### config.mk
export PLATFORM = sky130hd
export DESIGN_NAME = timer_device
export DESIGN_NICKNAME = d
export VERILOG_FILES = /design/src/rtl/device_pkg.sv /design/src/rtl/timer_prescaler.sv /design/src/rtl/timer_device.sv
export SDC_FILE = /design/constraint.sdc
export NUM_CORES = 1
export LEC_CHECK = 0
export CAP_MARGIN = 10
export CORE_MARGIN = 2
export CORE_UTILIZATION = 49
export CTS_BUF_LIST = sky130_fd_sc_hd__clkbuf_2 sky130_fd_sc_hd__clkbuf_4 sky130_fd_sc_hd__clkbuf_8
export DETAILED_ROUTE_END_ITERATION = 7
export PLACE_DENSITY = 0.7
export SLEW_MARGIN = 5
export SYNTH_ARGS = -nofsm -noshare
export SYNTH_HDL_FRONTEND = slang
export SYNTH_SLANG_ARGS = --single-unit
### constraint.sdc
create_clock -name clock -period 2.91 [get_ports clock]
set_input_delay 0.4365 -clock clock [delete_from_list [all_inputs] [get_ports clock]]
set_output_delay 0.4365 -clock clock [all_outputs]
set_load 0.05 [all_outputs]
### src/rtl/device_pkg.sv
// Shared constants for uCISC bus devices: slot numbers, block offsets and register layouts.
package device_pkg;

   localparam int unsigned DATA_W = 16;
   localparam int unsigned ADDR_W = 8;

   localparam logic [7:0] SLOT_TIMER = 8'h03;

   localparam logic [DATA_W-1:0] TIMER_DEVICE_ID   = 16'h0300;
   localparam logic [DATA_W-1:0] TIMER_DEVICE_TYPE = 16'h0004;

   // Control-block word offsets common to every device
   localparam logic [ADDR_W-1:0] CTL_ID     = 8'd0;
   localparam logic [ADDR_W-1:0] CTL_TYPE   = 8'd1;
   localparam logic [ADDR_W-1:0] CTL_CTRL   = 8'd2;
   localparam logic [ADDR_W-1:0] CTL_STATUS = 8'd3;

   localparam logic [ADDR_W-1:0] TMR_PRESCALE = 8'd0;
   localparam logic [ADDR_W-1:0] TMR_RELOAD   = 8'd1;
   localparam logic [ADDR_W-1:0] TMR_COUNT    = 8'd2;

   localparam int unsigned CTRL_EN_BIT   = 0;
   localparam int unsigned CTRL_AR_BIT   = 1;
   localparam int unsigned CTRL_IRQ_BIT  = 2;
   localparam int unsigned STAT_EXP_BIT  = 0;
   localparam int unsigned STAT_EN_BIT   = 1;
   localparam int unsigned CTRL_W        = 3;

   // Bit order matches the CTRL word: irq_en=bit2, auto_reload=bit1, enable=bit0
   typedef struct packed {
      logic irq_en;
      logic auto_reload;
      logic enable;
   } timer_ctrl_t;

endpackage

### src/rtl/timer_prescaler.sv
// Free-running divider: emits a one-cycle step each time the count reaches the limit.
module timer_prescaler
   import device_pkg::*;
(
   input  logic              clock,
   input  logic              reset_n,
   input  logic              enable,
   input  logic              clear,
   input  logic [DATA_W-1:0] limit,
   output logic              step
);

   logic [DATA_W-1:0] r_pre;
   logic              w_hit;

   // >= so that lowering the limit below the running count fires at once
   assign w_hit = (r_pre >= limit);
   assign step  = enable & w_hit;

   always_ff @(posedge clock) begin
      if (!reset_n) begin
         r_pre <= '0;
      end else if (clear) begin
         r_pre <= '0;
      end else if (enable) begin
         if (w_hit) r_pre <= '0;
         else       r_pre <= r_pre + DATA_W'(1);
      end
   end

endmodule

### src/rtl/timer_device.sv
// Memory-mapped countdown timer for device slot 0x03: register file, countdown
// logic and combinational read mux around a shared prescaler.
module timer_device
   import device_pkg::*;
(
   input  logic              clock,
   input  logic              reset_n,
   input  logic              write_enable,
   input  logic              control,
   input  logic [ADDR_W-1:0] address,
   input  logic [DATA_W-1:0] data_in,
   output logic [DATA_W-1:0] data_out,
   output logic              irq,
   output logic              tick
);

   timer_ctrl_t       r_ctrl;
   logic              r_expired;
   logic              r_tick;
   logic [DATA_W-1:0] r_prescale;
   logic [DATA_W-1:0] r_reload;
   logic [DATA_W-1:0] r_count;

   logic              w_wr_ctrl;
   logic              w_wr_status;
   logic              w_wr_prescale;
   logic              w_wr_reload;
   logic              w_wr_count;
   timer_ctrl_t       w_ctrl_wdata;
   timer_ctrl_t       w_ctrl_next;
   logic              w_en_rise;
   logic              w_step;
   logic              w_expire;
   logic              w_w1c;

   assign w_wr_ctrl     = write_enable &  control & (address == CTL_CTRL);
   assign w_wr_status   = write_enable &  control & (address == CTL_STATUS);
   assign w_wr_prescale = write_enable & ~control & (address == TMR_PRESCALE);
   assign w_wr_reload   = write_enable & ~control & (address == TMR_RELOAD);
   assign w_wr_count    = write_enable & ~control & (address == TMR_COUNT);

   assign w_ctrl_wdata = timer_ctrl_t'(data_in[CTRL_W-1:0]);
   assign w_en_rise    = w_wr_ctrl & w_ctrl_wdata.enable & ~r_ctrl.enable;
   assign w_w1c        = w_wr_status & data_in[STAT_EXP_BIT];

   timer_prescaler u_prescaler (
      .clock   (clock),
      .reset_n (reset_n),
      .enable  (r_ctrl.enable),
      .clear   (w_en_rise),
      .limit   (r_prescale),
      .step    (w_step)
   );

   // A COUNT write in the step cycle wins and the step is dropped
   assign w_expire = w_step & ~w_wr_count & (r_count == '0);

   // One-shot expiry forces enable low even against a same-cycle CTRL write
   always_comb begin
      w_ctrl_next = r_ctrl;
      if (w_wr_ctrl) w_ctrl_next = w_ctrl_wdata;
      if (w_expire && !r_ctrl.auto_reload) w_ctrl_next.enable = 1'b0;
   end

   always_ff @(posedge clock) begin
      if (!reset_n) begin
         r_ctrl     <= '0;
         r_expired  <= 1'b0;
         r_tick     <= 1'b0;
         r_prescale <= '0;
         r_reload   <= '0;
         r_count    <= '0;
      end else begin
         r_ctrl    <= w_ctrl_next;
         r_tick    <= w_expire;
         r_expired <= (r_expired & ~w_w1c) | w_expire;
         if (w_wr_prescale) r_prescale <= data_in;
         if (w_wr_reload)   r_reload   <= data_in;
         if (w_wr_count) begin
            r_count <= data_in;
         end else if (w_step) begin
            if (r_count != '0)           r_count <= r_count - DATA_W'(1);
            else if (r_ctrl.auto_reload) r_count <= r_reload;
         end
      end
   end

   always_comb begin
      data_out = '0;
      if (control) begin
         case (address)
            CTL_ID:     data_out = TIMER_DEVICE_ID;
            CTL_TYPE:   data_out = TIMER_DEVICE_TYPE;
            CTL_CTRL:   data_out = DATA_W'(r_ctrl);
            CTL_STATUS: data_out = DATA_W'({r_ctrl.enable, r_expired});
            default:    data_out = '0;
         endcase
      end else begin
         case (address)
            TMR_PRESCALE: data_out = r_prescale;
            TMR_RELOAD:   data_out = r_reload;
            TMR_COUNT:    data_out = r_count;
            default:      data_out = '0;
         endcase
      end
   end

   assign irq  = r_expired & r_ctrl.irq_en;
   assign tick = r_tick;

endmodule

# Yosys cells after proc, flatten, opt, wreduce, memory -nomap -nowiden
# Index checks and enable logic that the tools add are counted.
[classes]
n_addsub = 2
magnitude_cmp = 1
n_eq_ne = 3
mux = 8
bitwise = 21
n_reduce_logical = 10
[ops]
columns = ["cell", "count"]
rows = [
  ["2-to-1 mux 16 bit", 6],
  ["case mux 16 bit (3 select lines)", 1],
  ["case mux 10 bit (4 select lines)", 1],
  ["adder 16 x 1 -> 16 bit, second input constant", 1],
  ["== test 8 x 2 -> 1 bit, second input constant", 2],
  ["greater-or-equal comparator 16 bit", 1],
  ["logical NOT 16 bit", 1],
  ["nonzero test 16 bit", 1],
  ["subtractor 16 x 1 -> 16 bit, second input constant", 1],
  ["bitwise AND 1 bit", 15],
  ["== test 8 x 1 -> 1 bit, second input constant", 1],
  ["logical NOT 8 bit", 1],
  ["inverter 1 bit", 5],
  ["OR reduction 2 bit", 2],
  ["nonzero test 3 bit", 1],
  ["AND reduction 2 bit", 1],
  ["nonzero test 2 bit", 1],
  ["logical AND 1 bit", 1],
  ["logical NOT 1 bit", 1],
  ["bitwise OR 1 bit", 1],
]
[word_totals]
ff_bits = 69
inputBits = 28
out_inout_bits = 18
elab_cells = 54

# Logic depth before layout (Yosys ltp)
[depth]
depth_word = 8
depth_mapped = 9
depth_no_buf = 8

# Modules after synthesis
# A second synthesis with hierarchy kept.
[unflattened]
cells_unflattened = 515
area_unflattened_um2 = 4327.9
[modules_own_cells]
columns = ["mod", "n_inst", "cells_each", "area_per_inst_um2"]
rows = [
  ["timer_device", 1, 380, 3206.8],
  ["timer_prescaler", 1, 135, 1121.1],
]

# Worst setup path after synthesis
# Ideal clock, no wire load.
[synth_path]
path_type = "input port to output port"
startpoint = "input port address[1]"
endpoint = "output port data_out[1]"
t_arrival_ns = 2.228
t_required_ns = 2.474
path_slack_ns = 0.245
stages = 4
path_buffers = 2
path_cell_list = "clkbuf_1 -> clkbuf_1 -> nand3_1 -> o22ai_1"
[synth_via]
elab_chain_cells = 3
word_cells_on_any_way = 7
[synth_rtl]
columns = ["element", "line", "rtl"]
rows = [
  ["from (decl)", "timer_device.sv:10", "input logic [ADDR_W-1:0] address,"],
  ["== test 8 x 2 -> 1 bit (tied with other cells)", "timer_device.sv:91", "case (address)"],
  ["case mux 10 bit (4 select lines) or case mux 16 bit (3 select lines) (tied branches)", "timer_device.sv:91, timer_device.sv:99", ""],
  ["2-to-1 mux 16 bit (*)", "timer_device.sv:90", "if (control) begin"],
  ["to (decl)", "timer_device.sv:12", "output logic [DATA_W-1:0] data_out,"],
]
# Mark *: on every way between the ends. The rest lies on a longest branch, timed or not.

# Worst setup path after layout
[layout_path]
startpoint = "input port address[3]"
endpoint = "output port data_out[9]"
# The elaborated chain is that of the path after synthesis.

==> impl_metrics.toml <==
[detailed_routing]
drtPass1Iterations = 5
drcViolationCount = 0
vias_per_cell = 5.89
wire_per_inst_um = 17.5
drtAntennaViolNets = 0
routed_wl_um = 12700
vias = 4271
drt_iter0_drc = 315

[timing]
fin_setup_tns_ns = 0
period_share_pct = 94.6
fmax_mhz = 363
clock_skew_ns = 0.00865
rsz0062_at_grt = "false"
layout_min_cycle_time_ns = 2.75
finalSetupViolCount = 0
worst_pin_slew_ns = 0.626
slew_violations = 0
whs_ns = 0.476
finalHoldViolCount = 0
setup_ws_ns = 0.158
max_slew_margin_pct = 57.9

[synth]
netlist.area_leader.share_pct = 31.9
synth-edff-count = 0
synth_area_sq_mm = 0.00433
yosysSeqAreaShare_pct = 31.9
synthFlopType = "dfxtp_1"
yosysWarnings = 0
syn_area_per_cell_sq_um = 7.63
async_reset_ff_share_pct = 0
synth_fp_nets = 614
synth_area_leaders = "dfxtp_1 32%, nand2_1 9.5%, a21oi_1 6.7%"
ys_types = 58
synth_seq_cells = 69
yosys.area.top_type = "dfxtp_1"
syn_inst = 567

[placed_design]
dp_hpwl_um = 9540
gp_congestion = 0.925
io_buffers = 45
dp_slack_ns = 0.161
placed_area_sq_mm = 0.00510
post-place-cells = 709

[power_and_ir_drop]
cellPowerDensity_mw_per_mm2 = 358
p_leak_nw = 1.93
vdd_drop_max_mv = 0.349

[critical_path]
cp.arrival_ns = 2.32
endpoint_kind = "output port"
crit_type = "input pin to output port"
cp_slowest_stage_delay_ns = 0.54
crit_path_max_fanout = 3
slowest_stage = "or4_4"
worstPathCellList = "clkdlybuf4s50_1 > or4_4 > nor2_1 > nand2_1 > o22ai_1 > nand2b_1 > a21oi_1 > buf_12"
cp-start-kind = "input pin"
required_ns = 2.47

[floorplanning]
rows = 34
core_sq_mm = 0.00864
start_util_pct = 50.1
dieArea_sq_mm = 0.00960
io_pins = 46
die_h_um = 98.0
die_w_um = 98.0

[finish]
finalNonFillerCells = 725
design_area_sq_mm = 0.00531
final_common_cell = "nand2_1"
diodes = 0
final_cell_mix = "109 x nand2_1, 69 x dfxtp_1, 59 x nor2_1"
fillCellCount = 784
finalNetCount = 659
final_layout_size_suffix_gt1_share_pct = 12.3
syn2layout_area_growth_pct = 22.8

[global_route]
antenna_found_initial = 0
grt_max_degree = 47
grt_pass1_wl_um = 20900
grt_pass1_vias = 4224
grt_overflow = 0
grtUsageTotal_pct = 27.1

[cts]
clockRootBuffer = "clkbuf_8"
clk_pin_slew_ns = 0.07
clk_latency_ns = 0.35
cts-buffers-inserted = 9
cts.hold.buffers_added = 0
cts_tree = "yes"
clock_sinks = 69
cts_buffer_depth = 2
htree_levels = 3

[job]
cap_viol_max_count = 0

[min_path]
min_path_type = "flop to flop"

[outcome]
status = "complete, no violations"
-- sequential cells by signal, indices dropped and copies added (netlist names) --
signal,flops
r_ctrl,3
u_prescaler.r_pre,16
tick,1
r_count,16
r_reload,16
r_prescale,16
r_expired,1
-- layout make-up --
type,instances,area (sq um),area share (%)
clock buffer,10,138,2.59
clock inverter,6,68.8,1.30
inverter,21,78.8,1.48
multi-input combinational,439,2690,50.6
sequential,69,1380,26.0
tap,108,135,2.54
timing repair buffer,72,826,15.5
-- what timing repair did --
item	in CTS	in global routing
gates resized for setup	0	1
setup buffers	0	0
setup endpoints to repair	0	4
-- routing by layer --
metal | track usage, % | wire, um | part of all wire (%) | vias to the layer above
li1 | - | - | - | 2079
met1 | 34.3 | 5320 | 42 | 2019
met2 | 45.2 | 6230 | 49 | 146
met3 | 4.94 | 812 | 6.4 | 27
met4 | 11.9 | 327 | 2.6 | 0
met5 | 0 | 0 | 0 | -
-- metrics by stage --
stage	power [W]	util, %
CTS	0.00191	61.5
floorplan	0.00102	-
finish	0.00190	61.5
global placement	0.00109	59.1
detailed placement	0.00109	59.1
global route	0.00196	61.5
-- path summary, 6_finish.rpt --
check / end / startpoint / cells past startpoint / slack [ns]
worst min-delay path: r_reload[11] / r_reload[11] / 2 / 0.48
worst max register to register: r_count[0] / r_prescale[1] / 9 / 0.18
worst max-delay path: data_out[9] / address[3] / 8 / 0.16
worst min register to register: r_reload[11] / r_reload[11] / 2 / 0.48
-- cells in the mapped netlist (all sizes together), types with 2 or more instances --
cell	count
o22ai	3
or4b	2
a41o	2
dfxtp	69
nand3	14
and3	4
inv	21
or4	2
a21oi	58
buf	14
and4	3
nand3b	2
or2	3
nor2b	6
a31oi	4
ha	19
o21ai	12
nor4	3
a211oi	16
o211a	2
xnor2	10
nand4	7
and2	4
nand2b	5
o211ai	11
or3	5
a311oi	12
mux2i	22
nor2	60
clkbuf	24
a21o	3
xor2	11
nor3	14
nor4b	2
nand2	109
-- worst max-delay path, delay by kind of cell --
kind / cells / cell delay (ns)
buffers and inverters: 2 / 0.58
AOI/OAI and AO/OA: 2 / 0.38
and+or+nand+nor: 4 / 0.91
-- power by group --
| group | leakage, nW | internal, W | total, W | switching, W |
|---|---|---|---|---|
| Sequential | 0.555 | 0.000944 | 0.000944 | 0.000000833 |
| Clock | 0.103 | 0.000425 | 0.000830 | 0.000405 |
| Combinational | 1.27 | 0.0000576 | 0.000130 | 0.0000721 |
| Total | 1.93 | 0.00143 | 0.00190 | 0.000478 |
-- logic make-up after synthesis --
logic type	Yosys count	synth area share (%)
buffers and inverters	59	6.07
flip-flops	69	31.9
AND/OR/NAND/NOR	245	27.5
adder cells (fa/ha/maj)	19	5.49
XOR/XNOR	21	4.25
AO/OA/AOI/OAI	132	19.7
multiplexers	22	5.09
Note: power is estimated with default switching activity, not from simulation.
